<file path="src/rtl/input_conditioner_bank.sv">
// Multi-channel synchronizer + debouncer with registered edge strobes.
// Each channel is independent; one clock and one synchronous reset.
module input_conditioner_bank #(
    parameter int CHANNELS     = 3,
    parameter int WAITTIME     = 3,
    parameter int COUNTERWIDTH = 3
) (
    input  logic                clk,
    input  logic                reset,
    input  logic [CHANNELS-1:0] noisysignal,
    output logic [CHANNELS-1:0] conditioned,
    output logic [CHANNELS-1:0] positiveedge,
    output logic [CHANNELS-1:0] negativeedge
);

    localparam logic [COUNTERWIDTH-1:0] WAIT_C = COUNTERWIDTH'(WAITTIME);

    logic [CHANNELS-1:0]     r_sync0;
    logic [CHANNELS-1:0]     r_sync1;
    logic [CHANNELS-1:0]     r_cond;
    logic [CHANNELS-1:0]     r_pos;
    logic [CHANNELS-1:0]     r_neg;
    logic [COUNTERWIDTH-1:0] r_cnt [CHANNELS];

    always_ff @(posedge clk) begin
        if (reset) begin
            r_sync0 <= '0;
            r_sync1 <= '0;
            r_cond  <= '0;
            r_pos   <= '0;
            r_neg   <= '0;
            for (int i = 0; i < CHANNELS; i++) begin
                r_cnt[i] <= '0;
            end
        end else begin
            r_sync0 <= noisysignal;
            r_sync1 <= r_sync0;
            for (int i = 0; i < CHANNELS; i++) begin
                if (r_sync1[i] == r_cond[i]) begin
                    // Stable: any matching cycle discards a pending count.
                    r_cnt[i] <= '0;
                    r_pos[i] <= 1'b0;
                    r_neg[i] <= 1'b0;
                end else if (r_cnt[i] == WAIT_C) begin
                    r_cond[i] <= r_sync1[i];
                    r_cnt[i]  <= '0;
                    r_pos[i]  <= r_sync1[i];
                    r_neg[i]  <= ~r_sync1[i];
                end else begin
                    r_cnt[i] <= r_cnt[i] + 1'b1;
                    r_pos[i] <= 1'b0;
                    r_neg[i] <= 1'b0;
                end
            end
        end
    end

    assign conditioned  = r_cond;
    assign positiveedge = r_pos;
    assign negativeedge = r_neg;

endmodule
</file>
<file path="config.mk">
export PLATFORM = sky130hd
export DESIGN_NAME = input_conditioner_bank
export DESIGN_NICKNAME = d
export VERILOG_FILES = /design/src/rtl/input_conditioner_bank.sv
export SDC_FILE = /design/constraint.sdc
export NUM_CORES = 1
export LEC_CHECK = 0
export BUFFER_PORTS_ARGS = -buffer_cell sky130_fd_sc_hd__buf_2
export CAP_MARGIN = 25
export CELL_PAD_IN_SITES_DETAIL_PLACEMENT = 0
export CELL_PAD_IN_SITES_GLOBAL_PLACEMENT = 1
export CORE_MARGIN = 2
export CORE_UTILIZATION = 47
export DETAILED_ROUTE_END_ITERATION = 6
export PLACE_DENSITY = 0.89
export SETUP_SLACK_MARGIN = 0.15
export SYNTH_ARGS = -nofsm -noshare
export SYNTH_HDL_FRONTEND = slang
export SYNTH_SLANG_ARGS = --single-unit
</file>
<file path="constraint.sdc">
create_clock -name clk -period 2.6 [get_ports clk]
set_input_delay 0.39 -clock clk [delete_from_list [all_inputs] [get_ports clk]]
set_output_delay 0.39 -clock clk [all_outputs]
set_load 0.005 [all_outputs]
</file>
---- Word-level counts from Yosys, hierarchy flattened ----
Memories as Yosys holds them, arrays and structs flattened.
Cells that the tools add are included.
operators by class
  add/subtract/negate cells ............... 3
  equal/unequal tests ..................... 6
  muxes and demuxes ....................... 44
  bitwise logic cells ..................... 18
  reduce and logical (&&, ||, !) cells .... 6
operators with widths
  operator                                        count
  two-way mux 1 bit                               35
  two-way mux 3 bit                               9
  adder 3 x 1 -> 3 bit (second input constant)    3
  == test 3 x 2 -> 1 bit (second input constant)  3
  NOT 1 bit                                       9
  bitwise OR 1 bit                                9
  OR reduction 3 bit                              3
  AND reduction 2 bit                             3
  == test 1 bit                                   3
storage, ports and cells
  register bits after elaboration ......... 15
  RAM bits ................................ 9
  input port bits ......................... 5
  output and inout port bits .............. 9
  word-level logic and storage cells ...... 89
  memories ................................ 1
memories
  memory  words  bits a word  rd ports  clocked after memory_dff  wr ports  line  RTL
  r_cnt   3      3            3         0                         3         23    logic [COUNTERWIDTH-1:0] r_cnt [CHANNELS];

---- Depth between registers and ports, before layout ----
  word-level depth ........................ 7
  mapped depth ............................ 4
  depth with buffers taken out ............ 4

---- Least setup slack after synthesis ----
Ideal clock, no wire load.
  kind .................................... reg-to-reg
  start ................................... mem r_cnt[2][0]
  end ..................................... mem r_cnt[2][2] (data pin)
  library setup time ...................... 176 ps
  arrival ................................. 1059 ps
  data required time ...................... 2424 ps
  setup slack ............................. 1365 ps
  cell stages (with the launch flop) ...... 4
  buffers on the path ..................... 0
  clock period less this slack ............ 1235 ps
  cells stage by stage .................... edfxtp_1 > ha_1 > ha_1 > nor4_1
RTL lines
  element      line
  from (decl)  23

==> results.sh <==
export IMPL_run_status="complete, no violations"
export IMPL_grt_antenna_before_repair=0
export IMPL_cts_resized=0
export IMPL_netlist_area_um2=940
export IMPL_vias=524
export IMPL_drc=0
export IMPL_reg2reg_depth=3
export IMPL_cts_root_buffer="clkbuf_4"
export IMPL_wire_per_inst_um=10.2
export IMPL_worst_ep_arrival_time_ns=1.49
export IMPL_r2r_end="r_cnt[1][0]"
export IMPL_post_cts_setup_buffer_count=0
export IMPL_grt_pass1_vias=507
export IMPL_area_growth_pct=16.2
export IMPL_placementRows=16
export IMPL_grt_max_degree=25
export IMPL_critPathCaptureType="flop"
export IMPL_drt_iter0_drc=0
export IMPL_track_usage=0.117
export IMPL_crit_type="flop to flop"
export IMPL_mostFrequentLayoutCells="dfxtp_1, buf_2, edfxtp_1, conb_1"
export IMPL_fin_worst_skew_ns=0.00293
export IMPL_hp_class="primary input to flop"
export IMPL_rrSetupSlack_ns=1.25
export IMPL_drive_above_1_share=0.292
export IMPL_hold_violations=0
export IMPL_critPathLaunch="r_cnt[1][0]"
export IMPL_antenna_left=0
export IMPL_cts_tree="done"
export IMPL_cts_buffer_depth=2
export IMPL_p_leak_nw=0.462
export IMPL_rr_startpoint="r_cnt[1][0]"
export IMPL_antenna_cells=0
export IMPL_start_util=0.489
export IMPL_first_pass_iters=1
export IMPL_path_clk_slew_ns=0.12
export IMPL_ys_ff_latch=24
export IMPL_syn_avg_cell_area_um2=14.2
export IMPL_hold_buffers=0
export IMPL_worstSkewPairLatency_ns=0.30
export IMPL_port_buffers=13
export IMPL_required_ns=2.74
export IMPL_vias_per_cell=4.52
export IMPL_multiInputGateArea_um2=375
export IMPL_clock_sinks=24
export IMPL_report_final_setup_viol=0
export IMPL_final_net_count=101
export IMPL_die_h_um=48.7
export IMPL_yosysWarnings=0
export IMPL_chipWidth_um=48.7
export IMPL_cap_violations=0
export IMPL_drt_wl_total_um=1180
export IMPL_grt_setup_unrepaired="no"
export IMPL_crit_end="r_cnt[1][0]"
export IMPL_synth_cell_types=15
export IMPL_place_inst=112
export IMPL_synthCells=66
export IMPL_dpl_cell_area_mm2=0.00106
export IMPL_final_cells=116
export IMPL_grt_ovfl_total=0
export IMPL_final_common_cell="dfxtp_1"
export IMPL_cp_max_fo=6
export IMPL_min_period_ns=1.35
export IMPL_start_kind="flop"
export IMPL_regArea_um2=571
export IMPL_p_per_area_mw_per_mm2=572
export IMPL_setup_tns_ns=0
export IMPL_post_place_ws_ns=1.26
export IMPL_vdd_drop_max_uv=411
export IMPL_dieArea_mm2=0.00237
export IMPL_fmax_mhz=741
export IMPL_fin_ws_ns=1.25
export IMPL_finalHoldWorstSlack_ns=0.282
export IMPL_drv_slew=0
export IMPL_fillers=174
export IMPL_core_area_mm2=0.00192
export IMPL_ios=14
export IMPL_place_gp_congestion=0.700
export IMPL_seq_area_frac_synth=0.607
export IMPL_grt_pass1_wl_um=2140
export IMPL_min_period_over_period=0.519
export IMPL_cts_htree_levels=1
export IMPL_cts_buffers=3
export IMPL_final_area_mm2=0.00109
==> critical path, stage by stage (launching register included) <==
cell and delay [ns]:
edfxtp_1 0.42, ha_1 0.22, ha_1 0.27, nor4_1 0.28
==> per-stage QoR <==
| stage | total power, mW | utilization |
|---|---|---|
| final | 0.625 | 0.568 |
| after global routing | 0.653 | 0.568 |
| after CTS | 0.638 | 0.568 |
| after detailed placement | 0.446 | 0.549 |
| after global placement | 0.444 | 0.549 |
| after floorplan | 0.438 | - |
==> layout make-up <==
class | instances | area share
Timing Repair Buffer | 13 | 0.0596
Tap cell | 27 | 0.0309
Sequential cell | 24 | 0.522
Clock buffer | 4 | 0.0332
Multi-Input combinational cell | 45 | 0.344
Inverter | 3 | 0.0103
==> per-layer routing <==
metal  global-route usage  vias to the layer above  part of all wire
li1                     -                      279                 -
met1                0.145                      238              0.51
met2                0.185                        5              0.45
met3               0.0185                        2             0.021
met4               0.0857                        0             0.011
met5                    0                        -                 0
==> where the power goes <==
part           switching [mW]  leakage, nW  internal (mW)
registers             0.00515        0.215          0.401
clock network           0.103       0.0210         0.0854
logic                  0.0161        0.226         0.0146
==> cells in the mapped netlist (all sizes together) <==
| library cell | instances | share of area |
|---|---|---|
| inv | 3 | 0.012 |
| nor2 | 3 | 0.012 |
| and4bb | 6 | 0.080 |
| ha | 6 | 0.080 |
| nor2b | 3 | 0.020 |
| nor4 | 6 | 0.040 |
| dfxtp | 15 | 0.32 |
| edfxtp | 9 | 0.29 |
| buf | 2 | 0.013 |
| and2b | 3 | 0.024 |
| nor4b | 3 | 0.048 |
| mux2i | 3 | 0.032 |
| conb | 1 | 0.0040 |
| xnor2 | 3 | 0.028 |
==> state kept, by name, summed over array words and instances, names as in the netlist <==
register,count
r_cnt,9
negativeedge,3
conditioned,3
r_sync1,3
r_sync0,3
positiveedge,3
==> cells by family (layout without fill, tap and decap cells) <==
| group | count (synthesis) | in the layout | synth area share |
|---|---|---|---|
| adder cells (fa/ha/maj) | 6 | 6 | 0.0799 |
| buffers and inverters | 5 | 20 | 0.0253 |
| multiplexers | 3 | 3 | 0.0320 |
| flip-flops | 24 | 24 | 0.607 |
| XOR/XNOR | 3 | 3 | 0.0280 |
| AND/OR/NAND/NOR | 24 | 24 | 0.224 |
| other | 1 | 9 | 0.00399 |
==> how the worst min path moves through the flow <==
| stage | slack (ns) | from | cells after the start | end |
|---|---|---|---|---|
| 2_1_floorplan | 0.41 | r_sync0[0] | 1 | r_sync1[0] |
| 3_3_place_gp | 0.41 | r_sync0[0] | 1 | r_sync1[0] |
| 3_5_place_dp | 0.42 | r_sync0[0] | 1 | r_sync1[0] |
| 4_1_cts | 0.26 | noisysignal[1] | 2 | r_sync0[1] |
| 5_1_grt | 0.27 | noisysignal[2] | 2 | r_sync0[2] |
| 6_report | 0.28 | noisysignal[1] | 2 | r_sync0[1] |
Power figures use the tool's default switching activity.
